**src/rtl/constants.svh**
```systemverilog
// Project-wide key constants shared by the input path.
`ifndef GAMEPAD_CONSTANTS_SVH
`define GAMEPAD_CONSTANTS_SVH
`define KEY_NUM       16
`define KEY_NUM_WIDTH 4
`endif

```
**src/rtl/gamepad_pkg.sv**
```systemverilog
// Shared FSM state type and timing constants for the gamepad poller.
package gamepad_pkg;

    typedef enum logic [2:0] {
        IDLE,
        LATCH,
        CLK_HIGH,
        CLK_LOW,
        DONE
    } state_t;

    // Latch pulse width, in half-phases of the pad clock.
    localparam int LATCH_HALF_PHASES = 2;

endpackage

```
**src/rtl/pad_shift_rx.sv**
```systemverilog
// Per-pad receiver: 2-flop synchroniser, serial-to-parallel shift register, committed button byte.
// Latency: sample-to-commit set by the parent FSM; buttons update the cycle after commit.
// Backpressure: none; strobes come from the parent FSM. Debounce via GAMEPAD_DEBOUNCE_EN.
module pad_shift_rx
    import gamepad_pkg::*;
#(
    parameter int BUTTONS_PER_PAD = 8,
    parameter int IDX_W           = 3
) (
    input  logic                       clk,
    input  logic                       reset,
    input  logic                       pad_data,
    input  logic                       sample,
    input  logic [IDX_W-1:0]           index,
    input  logic                       commit,
    output logic [BUTTONS_PER_PAD-1:0] buttons
);

    logic [1:0]                 sync;
    logic [BUTTONS_PER_PAD-1:0] shift;
    logic [BUTTONS_PER_PAD-1:0] fresh;

    // Pad lines are active-low; unplugged pads float high and read released.
    assign fresh = ~shift;

    always_ff @(posedge clk) begin
        if (reset) begin
            sync  <= '0;
            shift <= '0;
        end else begin
            sync <= {sync[0], pad_data};
            if (sample)
                shift[index] <= sync[1];
        end
    end

`ifdef GAMEPAD_DEBOUNCE_EN
    logic [BUTTONS_PER_PAD-1:0] prev;
    logic [BUTTONS_PER_PAD-1:0] agree;

    assign agree = ~(fresh ^ prev);

    // A bit moves only once two consecutive polls report the same value.
    always_ff @(posedge clk) begin
        if (reset) begin
            prev    <= '0;
            buttons <= '0;
        end else if (commit) begin
            prev    <= fresh;
            buttons <= (buttons & ~agree) | (fresh & agree);
        end
    end
`else
    always_ff @(posedge clk) begin
        if (reset)
            buttons <= '0;
        else if (commit)
            buttons <= fresh;
    end
`endif

endmodule

```
**src/rtl/gamepad_reader.sv**
```systemverilog
// Polls PAD_COUNT NES-style serial pads once per poll_start and publishes buttons_out atomically.
// Latency: 2*CLK_DIV*(BUTTONS_PER_PAD+1)+2 cycles from poll_start to poll_done/buttons_out.
// Backpressure: poll_start is dropped while busy or in DONE. Optional GAMEPAD_DEBOUNCE_EN.
`include "constants.svh"

module gamepad_reader
    import gamepad_pkg::*;
#(
    parameter int PAD_COUNT       = 2,
    parameter int BUTTONS_PER_PAD = 8,
    parameter int BUTTON_COUNT    = `KEY_NUM,
    parameter int CLK_DIV         = 4,
    parameter int DIV_WIDTH       = 8
) (
    input  logic                    clk,
    input  logic                    reset,
    input  logic                    poll_start,
    input  logic [PAD_COUNT-1:0]    pad_data,
    output logic                    pad_latch,
    output logic                    pad_clk,
    output logic [BUTTON_COUNT-1:0] buttons_out,
    output logic                    poll_done,
    output logic                    busy
);

    localparam int                   IDX_W      = $clog2(BUTTONS_PER_PAD);
    localparam logic [DIV_WIDTH-1:0] DIV_LAST   = DIV_WIDTH'(CLK_DIV - 1);
    localparam logic [IDX_W-1:0]     IDX_LAST   = IDX_W'(BUTTONS_PER_PAD - 1);
    localparam logic [1:0]           LATCH_LAST = 2'(LATCH_HALF_PHASES - 1);

    generate
        if (BUTTON_COUNT != PAD_COUNT * BUTTONS_PER_PAD) begin : g_bad_width
            $error("gamepad_reader: BUTTON_COUNT must equal PAD_COUNT*BUTTONS_PER_PAD");
        end
        if (CLK_DIV < 1 || CLK_DIV > (1 << DIV_WIDTH)) begin : g_bad_div
            $error("gamepad_reader: CLK_DIV out of range for DIV_WIDTH");
        end
    endgenerate

    state_t               state;
    logic [DIV_WIDTH-1:0] div_cnt;
    logic [1:0]           latch_half;
    logic [IDX_W-1:0]     bit_idx;
    logic                 div_last;
    logic                 sample;
    logic                 commit;

    assign div_last = (div_cnt == DIV_LAST);
    assign sample   = (state == CLK_HIGH) && div_last;
    assign commit   = (state == DONE);

    always_ff @(posedge clk) begin
        if (reset) begin
            state      <= IDLE;
            div_cnt    <= '0;
            latch_half <= '0;
            bit_idx    <= '0;
            pad_latch  <= 1'b0;
            pad_clk    <= 1'b1;
            poll_done  <= 1'b0;
            busy       <= 1'b0;
        end else begin
            poll_done <= 1'b0;
            if (state != IDLE && state != DONE)
                div_cnt <= div_last ? '0 : div_cnt + DIV_WIDTH'(1);
            case (state)
                IDLE: begin
                    if (poll_start) begin
                        state      <= LATCH;
                        div_cnt    <= '0;
                        latch_half <= '0;
                        bit_idx    <= '0;
                        pad_latch  <= 1'b1;
                        busy       <= 1'b1;
                    end
                end
                LATCH: begin
                    if (div_last) begin
                        if (latch_half == LATCH_LAST) begin
                            state      <= CLK_HIGH;
                            latch_half <= '0;
                            pad_latch  <= 1'b0;
                        end else begin
                            latch_half <= latch_half + 2'd1;
                        end
                    end
                end
                CLK_HIGH: begin
                    if (div_last) begin
                        state   <= CLK_LOW;
                        pad_clk <= 1'b0;
                    end
                end
                CLK_LOW: begin
                    if (div_last) begin
                        pad_clk <= 1'b1;
                        if (bit_idx == IDX_LAST) begin
                            state <= DONE;
                        end else begin
                            bit_idx <= bit_idx + IDX_W'(1);
                            state   <= CLK_HIGH;
                        end
                    end
                end
                DONE: begin
                    state     <= IDLE;
                    poll_done <= 1'b1;
                    busy      <= 1'b0;
                end
                default: state <= IDLE;
            endcase
        end
    end

    generate
        for (genvar p = 0; p < PAD_COUNT; p++) begin : g_pad
            pad_shift_rx #(
                .BUTTONS_PER_PAD(BUTTONS_PER_PAD),
                .IDX_W          (IDX_W)
            ) u_rx (
                .clk     (clk),
                .reset   (reset),
                .pad_data(pad_data[p]),
                .sample  (sample),
                .index   (bit_idx),
                .commit  (commit),
                .buttons (buttons_out[p*BUTTONS_PER_PAD +: BUTTONS_PER_PAD])
            );
        end
    endgenerate

endmodule

```
**config.mk**
```make
export PLATFORM = sky130hd
export DESIGN_NAME = gamepad_reader
export DESIGN_NICKNAME = d
export VERILOG_FILES = /design/src/rtl/gamepad_pkg.sv /design/src/rtl/pad_shift_rx.sv /design/src/rtl/gamepad_reader.sv
export VERILOG_INCLUDE_DIRS = /design/src /design/src/rtl
export SDC_FILE = /design/constraint.sdc
export NUM_CORES = 1
export LEC_CHECK = 0
export ABC_AREA = 1
export CAP_MARGIN = 20
export CORE_ASPECT_RATIO = 0.9
export CORE_UTILIZATION = 50
export CTS_CLUSTER_SIZE = 10
export DETAILED_ROUTE_END_ITERATION = 6
export GPL_ROUTABILITY_DRIVEN = 1
export GPL_TIMING_DRIVEN = 0
export PLACE_DENSITY = 0.74
export REMOVE_ABC_BUFFERS = 1
export SLEW_MARGIN = 40
export SYNTH_ARGS = -nofsm -noshare
export SYNTH_HDL_FRONTEND = slang
export SYNTH_SLANG_ARGS = --single-unit
```
**constraint.sdc**
```tcl
create_clock -name clk -period 1.7 [get_ports clk]
set_clock_uncertainty 0.05 [all_clocks]
set_input_delay 0.255 -clock clk [delete_from_list [all_inputs] [get_ports clk]]
set_output_delay 0.255 -clock clk [all_outputs]
set_load 0.01 [all_outputs]
```
# Yosys cells after proc, flatten, opt, wreduce, memory -nomap -nowiden
# Index checks and enable logic that the tools add are counted.
# W data, S select, Z words.
# word_totals
reg_bits,56
inputBits,5
output_inout_bits,20
elab_cells,82
# op_classes
addsub,3
n_lt_le_gt_ge,2
eq_ne,14
muxes,32
n_bitwise,2
reduce_logical,15
# ops
operator,n
$mux W8,4
$mux W3,9
$bwmux W8,2
$not A8 Y8,2
$ne A2 B2 Y1 const B,6
$pmux W3 S4,1
$add A8 B1 Y8 const B,1
$eq A8 B2 Y1 const B,1
$reduce_and A4 Y1,2
$reduce_bool A2 Y1,4
$mux W1,7
$eq A3 B2 Y1 const B,2
$eq A3 B3 Y1 const B,2
$mux W2,3
$pmux W1 S2,3
$pmux W3 S2,1
$reduce_and A3 Y1,2
$reduce_and A5 Y1,1
$lt A3 B4 Y1 const B,1
$pmux W2 S2,1
$add A3 B1 Y3 const B,1
$demux W1 S3,1
$eq A3 B1 Y1 const B,1
$ge A3 B1 Y1 const B,1
7 further kinds,9

# Longest topological paths before layout
# Gate-level depths: netlist of the first run.
# logic_depth
ltp_word,5
depth_mapped,10
ltp_nobuf,10

# Cells and area by module
# From an unflattened synthesis of the first run, not the netlist that was laid out.
# unflattened
hier_cells,313
hier_area_um2,2352.3
# modules_own_cells
mod,instances,cells_per_inst,area_each_um2
gamepad_reader,1,141,983.4
pad_shift_rx (g_pad[1].u_rx),1,86,691.9
pad_shift_rx (g_pad[0].u_rx),1,86,676.9

# Worst setup path after synthesis of the first run
# OpenSTA, ideal clock, no wires.
# synth_timing
path_type,register to register
from,reg div_cnt[0]
to,reg g_pad[0].u_rx.shift[6]
setup_ns,0.132
arrival_ns,1.180
t_required_ns,1.518
slack_ns,0.337
stages_incl_launch_ff,8
path_buffers,1
period_less_slack_ns,1.363
cell_sequence,dfxtp_1 -> ha_1 -> nand2_1 -> nor2_4 -> buf_4 -> nand3_1 -> nand2_1 -> a21oi_1
# synth_between
elab_chain_cells,2
# synth_lines
item,line,source
"start, declared",gamepad_reader.sv:41,logic [DIV_WIDTH-1:0] div_cnt;
"start signal, assigned",gamepad_reader.sv:65,div_cnt <= div_last ? '0 : div_cnt + DIV_WIDTH'(1);
$eq A8 B2 Y1,gamepad_reader.sv:48,assign div_last = (div_cnt == DIV_LAST);
$logic_and A1 B1 Y1,gamepad_reader.sv:49,assign sample = (state == CLK_HIGH) && div_last;
"end signal, assigned by index",pad_shift_rx.sv:33,shift[index] <= sync[1];
"end, declared",pad_shift_rx.sv:20,logic [BUTTONS_PER_PAD-1:0] shift;
# No other way between the ends.
# A chain may end at the register's enable or synchronous reset.

# Worst setup path after layout of the first run
# layout_timing
from,reg div_cnt[0]
to,reg state[1]
# layout_between
elab_chain_cells,3
word_cells_on_any_way,5
# layout_lines
item,line,source
$eq A8 B2 Y1 *,gamepad_reader.sv:48,
$ne A2 B2 Y1 (no line),-,
$reduce_and A5 Y1 (no line) *,-,
"end signal, assigned",gamepad_reader.sv:54,state <= IDLE;
"end signal, assigned",gamepad_reader.sv:69,state <= LATCH;
"end signal, assigned",gamepad_reader.sv:80,state <= CLK_HIGH;
"end, declared",gamepad_reader.sv:40,state_t state;
# Every way passes the cells marked *; elsewhere a longest branch is shown, timed or not.

==> summary.txt, run 1 <==
Run status
  • Outcome: finished clean

STA
  • Final setup viols: 0
  • Final worst slack: 0.100 ns
  • Worst-Margin Slew: 0.527 ns
  • RSZ-0062 raised after global routing: yes
  • Pins Over Slew Limit: 0
  • Peak Freq: 625 MHz
  • Worst hold margin: 0.316 ns
  • Final Critical Period: 1.60 ns
  • Setup TNS: 0 ns
  • Period utilization: 0.941
  • Hold Vio Cnt, Final: 0
  • Relative slew margins: 0.648

Clocking
  • CTS clk-pin slew, worst paths: 0.10 ns
  • CTS Buf Count: 5
  • Worst-Skew Late Latency: 0.31 ns
  • CTS tree: yes
  • H-tree depth: 2
  • Clock Path Buffers: 2
  • Root Buffer: clkbuf_8
  • CTS Sinks: 56

Synthesis
  • Mean Syn Cell Area: 7.39 µm²
  • Post-synth cell types: 22
  • Mapped Cells: 327
  • Post-Syn Area: 2420 µm²
  • Yosys top cell by area: dfxtp_1
  • Post-synthesis register bit count: 56
  • Yosys Warn Count: 0
  • Synth top area share: 0.464
  • Sequential fraction of the synthesis area: 0.464
  • Synth top area cells: dfxtp_1, nand2_1, a21oi_1, nor2_1, nand4_1

Detailed routing
  • Detailed Routing Iterations Pass 1: 4
  • Via count: 2,108
  • DRC: 0
  • WL/cell: 11.8 µm
  • Via density: 5.15
  • Post-route ant nets: 0
  • Detailed Route WL: 4830 µm
  • Iter 0 DRT Violations: 107

Critical path
  • Crit path required time: 1.87 ns
  • Startpoint Class: flop
  • Worst EP arrival: 1.77 ns
  • FF-to-FF setup slack: 0.10 ns
  • Crit Path Class: reg2reg
  • Worst-path maximum fanout: 4
  • Worst Setup End Kind: flop
  • R2r worst-path depth: 10

Final layout
  • Post-Layout Cell Count: 409
  • Fin util: 0.613
  • Layout Nets: 354
  • Design Area, Final: 2790 µm²
  • Layout cells sized above 1: 0.0922
  • # diodes: 0
  • Fillers: 444
  • Commonest non-fill, non-tap cell in the layout: nand2_1
  • Synth-to-layout area growth: 15.3%
  • Most frequent cells in the layout: nand2_1, dfxtp_1, nor2_1

Placed design
  • Final estimated routing congestion in global placement: 0.845
  • HPWL after detailed placement: 3010 µm
  • Port buffer count: 24
  • Placed Cells: 398
  • Worst slack, placed: -0.763 ns
  • DP Area: 2650 µm²

Global route
  • Met1 Resource Use GR: 0.280
  • Total global routing track utilization: 0.201
  • Busiest metal layer after global routing: met2
  • Vias in the first global route: 1,718
  • Met2 usage: 0.298
  • Pin count of the biggest net entering global routing: 34
  • Gr ovfl total: 0
  • Antenna violations before repair: 0
  • Met3 usage: 0.0442
  • First-pass GRT wire length: 7750 µm

Floorplan
  • Die H: 68.0 µm
  • Die width: 75.3 µm
  • Row cnt: 23
  • I/O Pins: 25
  • Initial Util: 0.532
  • Area of the core: 4550 µm²
  • Die area: 5120 µm²

Hold path
  • Hold Path Class: in2reg
  • Worst hold path cell count: 2

Pwr
  • Leak Pwr: 1.09 nW
  • Max VDD drop: 607 µV
  • Total power: 3.02 mW
  • PD cells: 1080 nW/µm²

Flow run
  • Max-cap violations: 0
[critical path, cell delays in order, from the launching register on]
cell and delay (ns):
dfxtp_1 0.42, ha_2 0.25, nand2_1 0.06, nor2_1 0.09
nand2_1 0.13, nand2_1 0.09, nand2_1 0.07, nor2_1 0.18
nand2_1 0.07, nand2_1 0.06, nor2_1 0.04
[sequential cells by signal, summed over array words and instances (netlist names)]
signal / flops
bit_idx: 3
busy: 1
div_cnt: 8
g_pad.u_rx.buttons: 16
g_pad.u_rx.shift: 16
g_pad.u_rx.sync: 4
latch_half: 2
pad_clk: 1
pad_latch: 1
poll_done: 1
state: 3
[power breakdown]
| part | switching (mW) | leakage, nW | internal (mW) |
|---|---|---|---|
| logic | 0.558 | 0.593 | 0.265 |
| clock network | 0.439 | 0.0404 | 0.293 |
| registers | 0.0859 | 0.453 | 1.38 |
| total | 1.08 | 1.09 | 1.94 |
[cells by family (layout without fill, tap and decap cells)]
kind of cell,count (synthesis),after routing,synth area share
simple gates,158,160,0.302
compound gates,60,60,0.126
flops,56,56,0.464
buf+inv,49,67,0.0895
fa+ha+maj,3,3,0.0155
xor+xnor,1,1,0.00362
[synthesized netlist by cell type]
cell and count:
dfxtp_1 56, xor2_1 1, inv_2 5, nand3b_1 1
nand4_1 19, a21oi_1 39, nor2_2 4, nand3_1 16
inv_1 29, nor3b_1 2, nor2_1 43, buf_2 2
nand2_1 66, nand2_2 1, ha_1 3, o21ai_0 19
a21oi_2 1, clkbuf_1 6, buf_6 1, o21ai_1 1
buf_4 6, nor2_4 6
[layout make-up]
class                   instances  area, µm²  area share
flip-flops and latches         56       1120       0.402
multi-input cells             224       1110       0.398
repair buffers                 25        255      0.0916
inverters                      34        130      0.0467
well taps                      62       77.6      0.0278
clock buffers                   5       68.8      0.0247
clock inverters                 3       23.8     0.00853
[path summary, 6_finish.rpt]
path,from,to
worst min register to register,g_pad[0].u_rx.sync[0],g_pad[0].u_rx.sync[1]
worst min-delay path,reset,g_pad[1].u_rx.sync[1]
worst max-delay path,div_cnt[0],state[1]
worst max register to register,div_cnt[0],state[1]
[metal layers]
layer / wire [µm] / vias up
li1: - / 1104
met1: 2480 / 950
met2: 2110 / 47
met3: 162 / 7
met4: 72 / 0
met5: 0 / -
[timing repair]
action                                  in CTS  in global routing
hold endpoints to repair                     0                  0
gates resized for setup                      2                  5
endpoints found under the setup margin      47                 33
pin swaps                                    1                  1
buffers inserted                             1                  0
hold buffers                                 0                  0
gates cloned                                 1                  1
(Power assumes the default switching activity.)
==> run 2: changes to the inputs <==
SETUP_SLACK_MARGIN = 0.4   (was not set)
==> summary.txt, run 2 (synthesis gave the netlist of run 1 again) <==
Final layout
  • Fillers: 383 (-14%)
  • Layout Nets: 375 (+5.9%)
  • Biggest regs: g_pad.u_rx.buttons: 16 flops, g_pad.u_rx.shift: 16 flops, div_cnt: 8 flops
  • Most frequent cells in the layout: nand2_1, dfxtp_1, a21oi_1
  • Layout cells sized above 1: 0.247 (+0.155)
  • # diodes: 0 (unchanged)
  • Synth-to-layout area growth: 30.3%
  • Design Area, Final: 3150 µm² (+13%)
  • Commonest non-fill, non-tap cell in the layout: nand2_1

Clocking
  • Root Buffer: clkbuf_8
  • Clock Path Buffers: 2 (unchanged)
  • CTS tree: yes
  • H-tree depth: 2 (unchanged)
  • Hold buffer count at cts: 0 (unchanged)
  • Worst-Skew Late Latency: 0.32 ns (about the same)
  • CTS Buf Count: 5 (unchanged)
  • CTS clk-pin slew, worst paths: 0.11 ns (about the same)
  • CTS Sinks: 56 (unchanged)

STA
  • Worst-Margin Slew: 0.537 ns (+0.0108 ns)
  • Period utilization: 0.847 (-0.0939)
  • Final worst slack: 0.260 ns (+0.160 ns)
  • Final Critical Period: 1.44 ns (-0.160 ns)
  • Final setup viols: 0 (unchanged)
  • Pins Over Slew Limit: 0 (unchanged)
  • RSZ-0062 raised after global routing: yes
  • Hold Vio Cnt, Final: 0 (unchanged)
  • Peak Freq: 694 MHz (+11%)
  • Relative slew margins: 0.642 (-0.00633)

Critical path
  • Worst-path maximum fanout: 4 (unchanged)
  • Startpoint Class: flop
  • Worst Setup End Kind: flop
  • Crit path required time: 1.90 ns (+0.03 ns)
  • Crit Path Class: reg2reg
  • Worst EP arrival: 1.64 ns (-0.13 ns)

Detailed routing
  • Iter 0 DRT Violations: 154 (+44%)
  • Via density: 5.35 (+3.8%)
  • Via count: 2,301 (+9.2%)
  • WL/cell: 13.9 µm (+18%)
  • Post-route ant nets: 0 (unchanged)
  • Detailed Route WL: 5970 µm (+24%)
  • DRC: 0 (unchanged)
  • Detailed Routing Iterations Pass 1: 4 (unchanged)

Floorplan
  • Die area: 5120 µm² (unchanged)
  • Row cnt: 23 (unchanged)
  • I/O Pins: 25 (unchanged)
  • Area of the core: 4550 µm² (unchanged)
  • Die width: 75.3 µm (unchanged)
  • Die H: 68.0 µm (unchanged)
  • Initial Util: 0.532 (unchanged)

Run status
  • Outcome: finished clean

Global route
  • Gr ovfl total: 0 (unchanged)
  • Total global routing track utilization: 0.235 (+0.0335)
  • Vias in the first global route: 1,958 (+14%)
  • First-pass GRT wire length: 8970 µm (+16%)
  • Antenna violations before repair: 0 (unchanged)
  • Pin count of the biggest net entering global routing: 26 (-24%)

Placed design
  • DP Area: 2650 µm² (unchanged)
  • Final estimated routing congestion in global placement: 0.845 (unchanged)
  • HPWL after detailed placement: 3010 µm (unchanged)
  • Worst slack, placed: -0.763 ns (unchanged)
  • Port buffer count: 24 (unchanged)

Pwr
  • Sequential share of power: 0.419 (-0.067)
  • Max VDD drop: 620 µV (+2.2%)
  • Clock Power Share: 0.210 (-0.032)
  • PD cells: 1120 nW/µm² (+3.1%)
  • Switch share: 0.377 (+0.0185)
  • Leak Pwr: 1.32 nW (+21%)
  • Combinational power share: 0.371 (+0.098)
  • Internal power: 2.20 mW (+13%)
  • P_sw: 1.33 mW (+23%)

Flow run
  • Max-cap violations: 0 (unchanged)

Hold path
  • Hold Path Class: in2reg
## run 2: cell count changes in the layout (fill, tap and decap cells not counted), moves of 4 or more
cell | before | now
nor2_1 | 42 | 35
nand2_2 | 2 | 11
clkdlybuf4s50_1 | 23 | 3
nor2_4 | 8 | 13
dfxtp_2 | 0 | 6
dlygate4sd2_1 | 0 | 19
dfxtp_1 | 56 | 46
nand2_1 | 65 | 53
dfxtp_4 | 0 | 4
buf_4 | 0 | 15
## run 2: area by class of cell
cell class	instances	area (µm²)	share of cell area
Timing Repair Buffer	45	427	0.135
Clock buffer	5	68.8	0.0218
Clock inverter	3	23.8	0.00755
Inverter	34	140	0.0445
Sequential cell	56	1140	0.363
Tap cell	62	77.6	0.0246
Multi-Input combinational cell	225	1270	0.403
## run 2: metrics by stage
step	TNS (ns)	util	total power, mW	std cells	hold WS [ns]
2_1_floorplan	0	-	2.10	312	0.274
3_3_place_gp	-14.10	0.582	2.26	398	0.343
3_5_place_dp	-14.81	0.582	2.29	398	0.345
4_1_cts	0	0.671	3.30	426	0.359
5_1_grt	0	0.693	3.71	430	0.349
6_report	0	0.693	3.52	430	0.351
## run 2: path summary, 6_finish.rpt
check                                           start               endpoint  slack (ns)  depth (start not counted)
worst min register to register  g_pad[0].u_rx.sync[0]  g_pad[0].u_rx.sync[1]        0.36                          2
worst max-delay path                       div_cnt[0]               state[0]        0.26                          9
worst max register to register             div_cnt[0]               state[0]        0.26                          9
worst min-delay path                            reset  g_pad[0].u_rx.sync[0]        0.35                          2
## run 2: worst max-delay path, cell delays in order (launching register included)
cell and delay, ns:
dfxtp_4 0.38, ha_4 0.17, nand2_4 0.08, nor2_4 0.18, nor2_2 0.07, nor2_4 0.15
nand2_2 0.07, nand2_1 0.06, nand2_1 0.06, nor2_1 0.11
## run 2: metal layers
layer	vias to the layer above	share of wire	global-route usage
li1	1143	-	-
met1	1073	0.45	0.315
met2	69	0.47	0.364
met3	16	0.046	0.0471
met4	0	0.033	0.109
met5	-	0	0
## run 2: power by group through the flow
stage / Combinational (mW) / Sequential [mW] / Clock [mW]
5_1_grt: 1.41 / 1.49 / 0.812
3_3_place_gp: 0.763 / 1.49 / 0
6_report: 1.31 / 1.48 / 0.739
4_1_cts: 1.07 / 1.47 / 0.761
2_1_floorplan: 0.615 / 1.49 / 0
3_5_place_dp: 0.789 / 1.50 / 0
## run 2: what timing repair did
item,CTS,global route
pin swaps,22,15
setup endpoints to repair,72,50
resized for setup,73,22
gates cloned,3,0
setup buffers,17,4
